## src/rtl/rf_wr_port_arbiter.sv

```systemverilog
// Register-file write-port arbiter: the writeback stage has priority, and auxiliary
// results wait in a small in-order queue that drains whenever the port is free.
module rf_wr_port_arbiter #(
  parameter int DATA_W       = 32,
  parameter int ADDR_W       = 5,
  parameter int DEPTH        = 2,
  parameter int STARVE_LIMIT = 4
) (
  input  logic              clk,
  input  logic              rst_n,
  input  logic              pipe_wr_en,
  input  logic [ADDR_W-1:0] pipe_wr_addr,
  input  logic [DATA_W-1:0] pipe_wr_data,
  input  logic              aux_valid,
  output logic              aux_ready,
  input  logic [ADDR_W-1:0] aux_addr,
  input  logic [DATA_W-1:0] aux_data,
  output logic              rf_wr_en,
  output logic [ADDR_W-1:0] rf_wr_addr,
  output logic [DATA_W-1:0] rf_wr_data,
  output logic [31:0]       pend_mask,
  output logic              stall_req,
  output logic              wr_conflict
);

  localparam int PTR_W = $clog2(DEPTH);
  localparam int CNT_W = $clog2(DEPTH + 1);
  localparam int SC_W  = $clog2(STARVE_LIMIT + 1);

  logic [ADDR_W-1:0] addr_q [DEPTH];
  logic [DATA_W-1:0] data_q [DEPTH];
  logic [DEPTH-1:0]  valid_reg;
  logic [PTR_W-1:0]  head_reg, tail_reg;
  logic [CNT_W-1:0]  count_reg, count_next;
  logic [SC_W-1:0]   starve_cnt_reg, starve_cnt_next;
  logic              stall_reg, stall_next;

  logic pipe_grant, queue_empty, drain, push;
  logic [DEPTH-1:0] conf_hit;

  // A pipe write to r0 is architecturally a no-op, so it leaves the port free.
  assign pipe_grant  = pipe_wr_en && (pipe_wr_addr != '0);
  assign queue_empty = (count_reg == '0);
  assign drain       = !pipe_grant && !queue_empty;
  assign aux_ready   = (count_reg < CNT_W'(DEPTH));
  assign push        = aux_valid && aux_ready && (aux_addr != '0);

  assign rf_wr_en   = rst_n && (pipe_grant || drain);
  assign rf_wr_addr = pipe_grant ? pipe_wr_addr : addr_q[head_reg];
  assign rf_wr_data = pipe_grant ? pipe_wr_data : data_q[head_reg];

  for (genvar gi = 0; gi < 32; gi++) begin : g_pend
    logic [DEPTH-1:0] hit;
    for (genvar gj = 0; gj < DEPTH; gj++) begin : g_slot
      assign hit[gj] = valid_reg[gj] && (addr_q[gj] == ADDR_W'(gi));
    end
    assign pend_mask[gi] = |hit;
  end

  for (genvar gi = 0; gi < DEPTH; gi++) begin : g_conf
    assign conf_hit[gi] = valid_reg[gi] && (addr_q[gi] == pipe_wr_addr);
  end
  assign wr_conflict = pipe_grant && (|conf_hit);

  assign count_next = count_reg + CNT_W'(push) - CNT_W'(drain);

  // A non-empty queue that is not draining is necessarily blocked by the pipe.
  always_comb begin
    starve_cnt_next = starve_cnt_reg;
    stall_next      = stall_reg;
    if (queue_empty || drain) begin
      starve_cnt_next = '0;
      stall_next      = 1'b0;
    end else begin
      if (starve_cnt_reg < SC_W'(STARVE_LIMIT))
        starve_cnt_next = starve_cnt_reg + SC_W'(1);
      if (starve_cnt_next == SC_W'(STARVE_LIMIT))
        stall_next = 1'b1;
    end
  end

  always_ff @(posedge clk or negedge rst_n) begin
    if (!rst_n) begin
      valid_reg      <= '0;
      head_reg       <= '0;
      tail_reg       <= '0;
      count_reg      <= '0;
      starve_cnt_reg <= '0;
      stall_reg      <= 1'b0;
    end else begin
      if (drain) begin
        valid_reg[head_reg] <= 1'b0;
        head_reg            <= head_reg + PTR_W'(1);
      end
      if (push) begin
        valid_reg[tail_reg] <= 1'b1;
        tail_reg            <= tail_reg + PTR_W'(1);
      end
      count_reg      <= count_next;
      starve_cnt_reg <= starve_cnt_next;
      stall_reg      <= stall_next;
    end
  end

  // Payload storage carries no reset; slot validity is tracked by valid_reg.
  always_ff @(posedge clk) begin
    if (push) begin
      addr_q[tail_reg] <= aux_addr;
      data_q[tail_reg] <= aux_data;
    end
  end

  assign stall_req = stall_reg;

endmodule

```

## config.mk

```make
export PLATFORM = sky130hd
export DESIGN_NAME = rf_wr_port_arbiter
export DESIGN_NICKNAME = d
export VERILOG_FILES = /design/src/rtl/rf_wr_port_arbiter.sv
export SDC_FILE = /design/constraint.sdc
export NUM_CORES = 1
export LEC_CHECK = 0
export CAP_MARGIN = 15
export CORE_MARGIN = 2
export CORE_UTILIZATION = 48
export CTS_CLUSTER_DIAMETER = 200
export DETAILED_ROUTE_END_ITERATION = 10
export PLACE_DENSITY = 0.86
export SLEW_MARGIN = 20
export SYNTH_ARGS = -nofsm -noshare
export SYNTH_HDL_FRONTEND = slang
export SYNTH_SLANG_ARGS = --single-unit
```

## constraint.sdc

```tcl
create_clock -name clk -period 4.6 [get_ports clk]
set_input_delay 1.38 -clock clk [delete_from_list [all_inputs] [get_ports clk]]
set_output_delay 1.38 -clock clk [all_outputs]
set_load 0.03 [all_outputs]
```

# After elaboration in Yosys (flattened, before gate mapping)
# Memories as Yosys holds them, arrays and structs flattened.
# Cells that the tools add are included.
classes:
  muxes: 15
  n_eq_ne: 65
  add_sub_neg: 5
  n_reduce_logical: 117
  order_cmp: 6
  bitwise: 3
ops:
  columns: ["cell", "count"]
  rows:
  - ["equality test 5 bit, second input constant", 32]
  - ["equality test 5 x 4 -> 1 bit, second input constant", 16]
  - ["logical AND 1 bit", 74]
  - ["OR reduction 2 bit", 33]
  - ["equality test 5 x 3 -> 1 bit, second input constant", 8]
  - ["two-way mux 32 bit", 1]
  - ["equality test 5 x 2 -> 1 bit, second input constant", 4]
  - ["equality test 5 x 1 -> 1 bit, second input constant", 2]
  - ["equality test 5 bit", 2]
  - ["logical NOT 5 bit", 2]
  - ["nonzero test 5 bit", 2]
  - ["two-way mux 3 bit", 3]
  - ["two-way mux 1 bit", 6]
  - ["two-way mux 5 bit", 1]
  - ["less-than comparator 1 x 2 -> 1 bit, second input constant", 2]
  - ["two-way mux 2 bit", 2]
  - ["adder 3 x 1 -> 3 bit, second input constant", 1]
  - ["equality test 3 bit, second input constant", 1]
  - ["less-than comparator 3 bit, second input constant", 1]
  - ["adder 1 bit, second input constant", 2]
  - ["adder 2 x 1 -> 2 bit", 1]
  - ["AND 2 bit", 1]
  - ["demux 1 bit (select 1 bit)", 2]
  - [">= comparator 1 bit, second input constant", 2]
  - ["8 further kinds", 10]
totals:
  n_memories: 2
  elab_cells: 219
  in_bits: 78
  ram_bits: 74
  register_bits: 10
  output_inout_bits: 73
mem_list:
  columns: ["memory", "depth", "word_bits", "read_ports", "rd_clocked_by_memory_dff", "write_ports", "line_no", "rtl"]
  rows:
  - ["data_q", 2, 32, 1, 0, 1, "31", "logic [DATA_W-1:0] data_q [DEPTH];"]
  - ["addr_q", 2, 5, 3, 0, 1, "30", "logic [ADDR_W-1:0] addr_q [DEPTH];"]

# Logic depth before layout (Yosys ltp)
depth:
  ltp_word: 9
  mapped_depth: 7

# Least setup slack after synthesis
# Ideal clock, no wire load.
synth_timing:
  kind: "input port to output port"
  startpoint: "input pipe_wr_addr[4]"
  endpoint: "output rf_wr_data[21]"
  stages: 7
  n_path_buf: 3
  path_slack_ps: 540
  t_arrival_ps: 2680
  path_cell_list: "clkbuf_1 > nor2_1 > a21boi_2 > buf_2 > buf_4 > nand2_1 > o21ai_1"
synth_between:
  elab_chain_len: 3
synth_lines:
  columns: ["item", "line_no", "rtl"]
  rows:
  - ["start, declared", "12", "input logic [ADDR_W-1:0] pipe_wr_addr,"]
  - ["nonzero test 5 bit", "42", "assign pipe_grant = pipe_wr_en && (pipe_wr_addr != '0);"]
  - ["logical AND 1 bit", "42", null]
  - ["two-way mux 32 bit", "50", "assign rf_wr_data = pipe_grant ? pipe_wr_data : data_q[head_reg];"]
  - ["end, declared", "20", "output logic [DATA_W-1:0] rf_wr_data,"]
# No other way between the ends.

# Worst setup path after layout
layout_timing:
  startpoint: "input pipe_wr_addr[0]"
  endpoint: "output rf_wr_addr[1]"
layout_between:
  elab_chain_len: 3
layout_lines:
  columns: ["item", "line_no", "rtl"]
  rows:
  - ["nonzero test 5 bit", "42", null]
  - ["logical AND 1 bit", "42", null]
  - ["two-way mux 5 bit", "49", "assign rf_wr_addr = pipe_grant ? pipe_wr_addr : addr_q[head_reg];"]
  - ["end, declared", "19", "output logic [ADDR_W-1:0] rf_wr_addr,"]
# No other way between the ends.

==> flow_summary.json <==
{
  "status": "completed",
  "grt_pass1_vias": 3266,
  "fin_crit_sh": 0.9743,
  "slew_viol_final": 0,
  "grt_pass1_wl_um": 14980,
  "syn_area_sq_mm": 0.004044,
  "io_pins": 151,
  "powerDensity_mw_per_mm2": 465.6,
  "num_rows": 33,
  "wire_per_inst_um": 16.24,
  "grtUsageTotal": 0.2148,
  "drv_cap": 0,
  "synth_ff_type": "edfxtp_1",
  "setup_viol": 0,
  "drive_above_1_share": 0.1489,
  "gp_congestion": 0.8857,
  "clkSinkCount": 84,
  "synth_warnings": 0,
  "drtPass1Iterations": 5,
  "p_leak_nw": 2.154,
  "syn_nets": 417,
  "clk_latency_ps": 340,
  "syn2layout_area_growth_pct": 45.27,
  "vias": 3310,
  "timing.rr.end": "data_q[1][25]",
  "antenna_cells": 0,
  "critPathMaxStageDelay_ps": 680,
  "cp_max_fo": 7,
  "ir_drop_v": 0.0002720,
  "setup_tns_ps": 0,
  "final-seq-area_sq_mm": 0.002474,
  "cts.clk_slew.worst_paths_ps": 80,
  "route.detailed.drc": 0,
  "synth_xor_area_frac": 0.03032,
  "synthTopCellsByArea": "edfxtp_1 55%, mux2i_1 9.4%, dfrtp_1 6.2%, o22ai_1 5.0%, o21ai_1 4.6%",
  "wl_um": 9777,
  "die_x_um": 95.79,
  "cts_tree": "yes",
  "worstMarginPinSlew_ps": 727.3,
  "skew_ps": 11.50,
  "htree_levels": 3,
  "ctsHoldBuffers": 0,
  "period_minus_slack_ps": 4482,
  "cts_made_buffers": 9,
  "cts_root_buffer": "clkbuf_8",
  "min_to": "count_reg[0]",
  "r2r_setup_slack_ps": 2580,
  "viasPerCell": 5.498,
  "final_util": 0.7185,
  "layout.nets": 572,
  "critPathSlowestCell": "clkdlybuf4s50_1",
  "worstHoldPathType": "flip-flop to flip-flop",
  "async_flop_share": 0.1190,
  "ys_seq_area_frac": 0.6114,
  "syn_inst": 337,
  "cp.required_ps": 3220,
  "reg2reg_from": "count_reg[1]",
  "synth_edf_count": 74,
  "synth_compound_area_frac": 0.1284,
  "synthMuxAreaShare": 0.09406,
  "avgSynthCellArea_sq_um": 12.00,
  "largest_reg_flops": 64,
  "chipHeight_um": 95.79,
  "fillers": 567,
  "end_kind": "output pin",
  "multi_input_area_sq_mm": 0.001495,
  "ys_seq_elements": 84,
  "grt.overflow.total": 0,
  "start_util": 0.4946,
  "arrival_ps": 3100,
  "max_freq_mhz": 223.1,
  "yosys.area.top_type": "edfxtp_1",
  "synth_cell_type_count": 37,
  "die-area_sq_mm": 0.009175,
  "drt_iter0_markers": 196,
  "min_from": "count_reg[0]",
  "synth_top_cell_area_share": 0.5495,
  "synthAdderAreaFrac": 0.006188,
  "crit_path_start_kind": "primary input",
  "place_hpwl_um": 7189,
  "crit_path_frequent_cell": "clkdlybuf4s50_1",
  "numPortBuffers": 150,
  "r2r_cells": 4,
  "final_antenna_net_count": 0,
  "synth_top_family_by_area": "compound AO/OA/AOI/OAI gates",
  "crit_chain": "clkdlybuf4s50_1, nor3_1, buf_4, a21boi_4, o21ai_1, clkdlybuf4s50_1",
  "core_area_sq_mm": 0.008175,
  "synth-simple-area-share": 0.1052,
  "hold_depth": 1,
  "antenna_found_initial": 0,
  "crit_type": "primary input to output pin",
  "hold_viol": 0,
  "cts_buffer_depth": 2,
  "grt_max_degree": 49,
  "slew_headroom": 0.5100
}
-- cell families after synthesis --
group,Yosys count
adders and majority gates,2
DFF,84
and+or+nand+nor,93
xor gates and xnor gates,14
buffers and inverters,23
muxes,38
AOI/OAI and AO/OA,83
-- cells in the mapped netlist (3+ instances only) --
master,count
buf_2,4
clkbuf_1,13
dfrtp_1,10
edfxtp_1,74
inv_1,3
mux2i_1,38
nand2_1,48
nand2b_1,4
nand3_1,11
nor2_1,8
nor2b_1,7
nor3_1,6
o21ai_0,3
o21ai_1,37
o22ai_1,32
xnor2_1,4
xor2_1,10
-- layout make-up --
class,count,share of cell area
flip-flops and latches,84,0.4211
repair buffers,164,0.2665
clock buffers,10,0.02173
multi-input cells,230,0.2545
inverters,3,0.001917
well taps,105,0.02236
clock inverters,6,0.01193
-- per-layer routing --
metal,vias to the layer above,GRT usage,share of wire,routed length [um]
li1,1580,-,-,-
met1,1541,0.2451,0.39,3851
met5,-,0,0,0
met4,0,0.08690,0.016,160
met2,170,0.3846,0.51,5016
met3,19,0.05325,0.077,748
-- what timing repair did --
item                       CTS  global route
buffers inserted             0             0
setup endpoints to repair    0            24
gates resized for setup      0             1
-- worst max-delay path by stage --
stage / slack, ps / endpoint / startpoint / cells after the start
floorplan: 540 / rf_wr_data[21] / pipe_wr_addr[4] / 7
global placement: 160 / rf_wr_data[21] / pipe_wr_addr[0] / 8
detailed placement: 50 / rf_wr_data[3] / pipe_wr_addr[0] / 8
CTS: 40 / rf_wr_data[3] / pipe_wr_addr[1] / 8
global route: -0.7 / rf_wr_addr[1] / pipe_wr_addr[0] / 6
finish: 120 / rf_wr_addr[1] / pipe_wr_addr[0] / 6
-- power by group --
| part | total (W) | switching, W | internal, W | leakage (nW) |
|---|---|---|---|---|
| sequential | 0.00114 | 0.000126 | 0.00101 | 0.806 |
| clock | 0.000517 | 0.000262 | 0.000255 | 0.0895 |
| combinational | 0.00108 | 0.000621 | 0.000456 | 1.26 |
-- placed cells by master, fill, tap and decap left out, types with 4 or more instances in the layout --
cell type	Yosys	routed
nor2_1	8	6
buf_4	2	45
nand2_1	48	48
clkbuf_8	0	9
o22ai_1	32	32
edfxtp_1	74	74
xor2_1	10	10
dfrtp_1	10	9
nand3_1	11	11
nand2b_1	4	4
nor3_1	6	6
clkdlybuf4s50_1	0	116
o21ai_1	37	37
xnor2_1	4	4
mux2i_1	38	38
nor2b_1	7	7
-- stage by stage --
step	hold slack, ps	cell area [sq um]	power (W)	setup WS [ps]	std cells
2_1_floorplan	516.9	4044	0.001815	540.1	337
3_3_place_gp	541.4	5618	0.002171	159.7	584
3_5_place_dp	556.3	5618	0.002205	48.73	584
4_1_cts	576.0	5816	0.002727	36.62	600
5_1_grt	612.0	5874	0.002877	-0.6672	602
6_report	569.6	5874	0.002735	118.3	602
-- critical path, delay by kind of cell --
| kind | cells | cell delay (ps) |
|---|---|---|
| AO/OA/AOI/OAI | 2 | 240 |
| buffers and inverters | 3 | 1260 |
| AND/OR/NAND/NOR | 1 | 210 |
Power figures use the tool's default switching activity.
